[src/rtl/vga_timing_gen.sv]
// Parametrised raster timing generator: counters, syncs, display enable, blanking,
// line/frame strobes and a completed-frame counter, all registered on the same (h,v).
module vga_timing_gen #(
  parameter int unsigned H_ACTIVE   = 640,
  parameter int unsigned H_FRONT    = 16,
  parameter int unsigned H_SYNC     = 96,
  parameter int unsigned H_BACK     = 48,
  parameter int unsigned V_ACTIVE   = 480,
  parameter int unsigned V_FRONT    = 10,
  parameter int unsigned V_SYNC     = 2,
  parameter int unsigned V_BACK     = 33,
  parameter bit          H_SYNC_POL = 1'b0,
  parameter bit          V_SYNC_POL = 1'b0,
  parameter int unsigned CNT_W      = 10,
  parameter int unsigned FRAME_W    = 8
) (
  input  logic               Clock,
  input  logic               ResetN,
  input  logic               Enable,
  output logic [CNT_W-1:0]   HorizontalCounter,
  output logic [CNT_W-1:0]   VerticalCounter,
  output logic               HorizontalSync,
  output logic               VerticalSync,
  output logic               DisplayEnable,
  output logic               VerticalBlank,
  output logic               LineStart,
  output logic               FrameStart,
  output logic [FRAME_W-1:0] FrameCount
);

  localparam int unsigned HTotal = H_ACTIVE + H_FRONT + H_SYNC + H_BACK;
  localparam int unsigned VTotal = V_ACTIVE + V_FRONT + V_SYNC + V_BACK;

  localparam logic [CNT_W-1:0] HLast      = CNT_W'(HTotal - 1);
  localparam logic [CNT_W-1:0] VLast      = CNT_W'(VTotal - 1);
  localparam logic [CNT_W-1:0] HActive    = CNT_W'(H_ACTIVE);
  localparam logic [CNT_W-1:0] VActive    = CNT_W'(V_ACTIVE);
  localparam logic [CNT_W-1:0] HSyncStart = CNT_W'(H_ACTIVE + H_FRONT);
  localparam logic [CNT_W-1:0] HSyncEnd   = CNT_W'(H_ACTIVE + H_FRONT + H_SYNC);
  localparam logic [CNT_W-1:0] VSyncStart = CNT_W'(V_ACTIVE + V_FRONT);
  localparam logic [CNT_W-1:0] VSyncEnd   = CNT_W'(V_ACTIVE + V_FRONT + V_SYNC);

  logic [CNT_W-1:0]   h_q, h_d, v_q, v_d;
  logic               hs_q, hs_d, vs_q, vs_d;
  logic               de_q, de_d, vb_q, vb_d;
  logic               ls_q, ls_d, fs_q, fs_d;
  logic [FRAME_W-1:0] fc_q, fc_d;
  // Set until the first frame wrap after reset, which must not count as a completed frame.
  logic               first_q, first_d;

  // Next position, then decode every output from that next position so nothing skews.
  always_comb begin
    h_d     = h_q;
    v_d     = v_q;
    fc_d    = fc_q;
    first_d = first_q;
    ls_d    = 1'b0;
    fs_d    = 1'b0;
    if (Enable) begin
      if (h_q == HLast) begin
        h_d  = '0;
        v_d  = (v_q == VLast) ? '0 : v_q + CNT_W'(1);
        ls_d = 1'b1;
        fs_d = (v_q == VLast);
      end else begin
        h_d = h_q + CNT_W'(1);
      end
    end
    if (fs_d) begin
      if (first_q) begin
        first_d = 1'b0;
      end else begin
        fc_d = fc_q + FRAME_W'(1);
      end
    end
    // With Enable low h_d/v_d equal the current position, so these decodes hold.
    hs_d = ((h_d >= HSyncStart) && (h_d < HSyncEnd)) ? H_SYNC_POL : ~H_SYNC_POL;
    vs_d = ((v_d >= VSyncStart) && (v_d < VSyncEnd)) ? V_SYNC_POL : ~V_SYNC_POL;
    de_d = (h_d < HActive) && (v_d < VActive);
    vb_d = (v_d >= VActive);
  end

  // State and output registers; reset parks on the last back-porch position.
  always_ff @(posedge Clock or negedge ResetN) begin
    if (!ResetN) begin
      h_q     <= HLast;
      v_q     <= VLast;
      hs_q    <= ~H_SYNC_POL;
      vs_q    <= ~V_SYNC_POL;
      de_q    <= 1'b0;
      vb_q    <= 1'b1;
      ls_q    <= 1'b0;
      fs_q    <= 1'b0;
      fc_q    <= '0;
      first_q <= 1'b1;
    end else begin
      h_q     <= h_d;
      v_q     <= v_d;
      hs_q    <= hs_d;
      vs_q    <= vs_d;
      de_q    <= de_d;
      vb_q    <= vb_d;
      ls_q    <= ls_d;
      fs_q    <= fs_d;
      fc_q    <= fc_d;
      first_q <= first_d;
    end
  end

  assign HorizontalCounter = h_q;
  assign VerticalCounter   = v_q;
  assign HorizontalSync    = hs_q;
  assign VerticalSync      = vs_q;
  assign DisplayEnable     = de_q;
  assign VerticalBlank     = vb_q;
  assign LineStart         = ls_q;
  assign FrameStart        = fs_q;
  assign FrameCount        = fc_q;

endmodule

[config.mk]
export PLATFORM = sky130hd
export DESIGN_NAME = vga_timing_gen
export DESIGN_NICKNAME = d
export VERILOG_FILES = /design/src/rtl/vga_timing_gen.sv
export SDC_FILE = /design/constraint.sdc
export NUM_CORES = 1
export LEC_CHECK = 0
export ABC_CLOCK_PERIOD_IN_PS = 4380
export BUFFER_PORTS_ARGS = -buffer_cell sky130_fd_sc_hd__buf_2
export CELL_PAD_IN_SITES_DETAIL_PLACEMENT = 1
export CELL_PAD_IN_SITES_GLOBAL_PLACEMENT = 1
export CORE_MARGIN = 4
export CORE_UTILIZATION = 45
export CTS_CLUSTER_DIAMETER = 30
export DETAILED_ROUTE_END_ITERATION = 7
export PLACE_DENSITY_LB_ADDON = 0.1
export SLEW_MARGIN = 0
export SYNTH_ARGS = -nofsm -noshare
export SYNTH_HDL_FRONTEND = slang
export SYNTH_SLANG_ARGS = --single-unit
[constraint.sdc]
create_clock -name Clock -period 4.38 [get_ports Clock]
set_input_delay 0.657 -clock Clock [delete_from_list [all_inputs] [get_ports Clock]]
set_output_delay 0.657 -clock Clock [all_outputs]
set_load 0.01 [all_outputs]
==> flow_summary.toml <==
[synthesis]
synth-edff-count = 0
yosysSeqAreaShare_pct = 48.8
yosysWarnings = 0
avgSynthCellArea_sq_um = 10.2
synth_area_leaders = "dfrtp_1 29%, dfstp_2 20%, xnor2_1 6.2%"
yosys.area.top_type = "dfrtp_1"
syn_nets = 186
synth_cell_types = 46
synth_cells = 179
ys_ff_latch = 35
yosysTopAreaCellShare_pct = 28.7
synthFlopType = "dfrtp_1"
ys_async_sr_fraction_pct = 100
syn_area_sq_um = 1830

[cts]
path_clk_slew_ns = 0.07
cts_max_level = 2
insertion_delay_ns = 0.29
cts_root_buffer = "clkbuf_8"
cts_hold_buf = 0
cts_tree = "yes"
cts.sink_count = 35
cts_resized = 0
cts_buffers = 5
cts_setup_buffers = 0
cts_buffer_depth = 2

[floorplanning]
dieWidth_um = 71.8
dieArea_sq_um = 5150
pin_count = 37
row_count = 22
core_sq_um = 3800
start_util_pct = 48.2
die_h_um = 71.8

[timing]
whs_ns = 0.444
final.setup.worst_slack_ns = 1.79
fin_crit_sh_pct = 59.2
setup_viol = 0
timing.fmax_ghz = 0.386
finalCriticalPeriod_ns = 2.59
tightest_slew_ns = 0.788
finalClockSkew_ns = 0.00762
finalMaxSlewViolations = 0
grt_setup_unrepaired = "false"
final-hold-violation-count = 0
slew-limit-headroom_pct = 47.5
fin_tns_setup_ns = 0

[setup_path]
crit_required_ns = 4.54
crit_path_end_kind = "flop"
worstSetupPathType = "flop to flop"
cp-start-kind = "flop"
cp_max_fo = 11
crit_arrival_ns = 2.75

[pwr]
p_seq_share_pct = 49.5
power_frac_comb_pct = 17.3
swShare_pct = 30.2
p_leak_nw = 0.987
power.internal_w = 0.000605
switching_power_w = 0.000262
ir_worst_vdd_v = 0.000210
powerDensity_nw_per_um2 = 406
power_frac_clock_pct = 33.2

[worst_hold_path]
hp-class = "input port to asynchronous set/reset pin"

[route]
ant_nets = 0
drc = 0
avgViaCountPerCell = 5.80
wl_per_cell_um = 18.1
dr.pass1.iters = 4
first_iter_violations = 132
via_count = 1532
wl_um = 4780

[cells_and_area]
mostFrequentLayoutCell = "buf_2"
syn2layout_area_growth_pct = 16.6
final_cell_mix = "36 x buf_2, 21 x dfrtp_1, 18 x nand2_1"
finalNetCount = 222
drive_gt1_share_pct = 31.0
diodes = 0

[job]
maxCapViolCount = 0

[global_routing]
grt_max_degree = 36
track_usage_pct = 19.6
grt_pass1_wl_um = 7960
first_global_vias = 1552
grt_overflow = 0
grt_antenna_before_repair = 0

[placed_design]
dp_hpwl_um = 3420
place_congestion = 0.923
portBuffers = 36
dpl_worst_slack_ns = 1.75

[outcome]
outcome = "completed"
## cell families (layout without fill, tap and decap cells)
logic type               Yosys count  count (layout)  share of synthesized area (%)
AO/OA/AOI/OAI                     25              25                           9.10
buffers and inverters             15              52                           4.24
XOR/XNOR                          18              18                           8.62
flip-flops                        35              35                           48.8
adder cells (fa/ha/maj)            4               4                           2.74
AND/OR/NAND/NOR                   80              80                           25.2
multiplexers                       2               2                           1.23
## synth_stat cells (3+ instances only)
cell type	count
nand2_1	18
ha_1	4
nand3_1	9
dfrtp_1	21
dfstp_2	14
o21ai_0	6
nand4_1	14
nor3_1	3
and3_1	4
inv_1	7
nor2_1	8
xnor2_1	13
xor2_1	5
or3_1	5
a21oi_1	4
## per-layer routing
layer / vias up / track usage, % / wire (um)
met4: 0 / 6.26 / 57
met2: 45 / 32.8 / 2330
met1: 768 / 25.5 / 2120
met3: 6 / 3.79 / 275
li1: 713 / - / -
met5: - / 0 / 0
## state kept, by name, summed over array words and instances (netlist names)
| name | flops |
|---|---|
| VerticalSync | 1 |
| VerticalBlank | 1 |
| FrameStart | 1 |
| DisplayEnable | 1 |
| LineStart | 1 |
| HorizontalCounter | 10 |
| first_q | 1 |
| HorizontalSync | 1 |
| FrameCount | 8 |
| VerticalCounter | 10 |
## stage by stage
step,power [W],instances,instance area (sq um),utilization (%)
after floorplan,0.000523,179,1830,-
after global placement,0.000573,256,2020,53.2
after detailed placement,0.000583,256,2020,53.2
after CTS,0.000878,264,2130,56.1
after global routing,0.000917,264,2130,56.1
final,0.000867,264,2130,56.1
## final timing paths
kind / start / end / slack, ns / cells after the start
hold reg to reg: FrameCount[7]$_DFFE_PN0P_ / FrameCount[7]$_DFFE_PN0P_ / 0.47 / 1
min in group Clock: FrameCount[7]$_DFFE_PN0P_ / FrameCount[7]$_DFFE_PN0P_ / 0.47 / 1
max in group asynchronous: ResetN / HorizontalCounter[5]$_DFF_PN0_ / 3.43 / 1
hold / removal: ResetN / FrameCount[3]$_DFFE_PN0P_ / 0.44 / 1
setup / recovery: HorizontalCounter[1]$_DFF_PN1_ / DisplayEnable$_DFF_PN0_ / 1.79 / 7
setup reg to reg: HorizontalCounter[1]$_DFF_PN1_ / DisplayEnable$_DFF_PN0_ / 1.79 / 7
## power by group through the flow
stage	clock [W]	sequential [W]	combinational (W)
2_1_floorplan	0	0.000418	0.000105
3_3_place_gp	0	0.000428	0.000145
3_5_place_dp	0	0.000433	0.000151
4_1_cts	0.000296	0.000429	0.000153
5_1_grt	0.000310	0.000438	0.000168
6_report	0.000287	0.000429	0.000150
## worst max-delay path, stage by stage, from the launching register on
cell and delay (ns):
dfstp_2 0.57, ha_1 0.21, and4_1 0.37, nand3_2 0.34, inv_2 0.28, nand4_1 0.20, o211ai_1 0.36, a211oi_1 0.12
## layout make-up
| class | instances | area [sq um] |
|---|---|---|
| Clock inverter | 2 | 37.5 |
| Inverter | 8 | 30.0 |
| Tap cell | 48 | 60.1 |
| Sequential cell | 35 | 893 |
| Clock buffer | 6 | 72.6 |
| Multi-Input combinational cell | 129 | 858 |
| Fill cell | 435 | 1670 |
| Timing Repair Buffer | 36 | 180 |
Note: power is estimated with default switching activity, not from simulation.
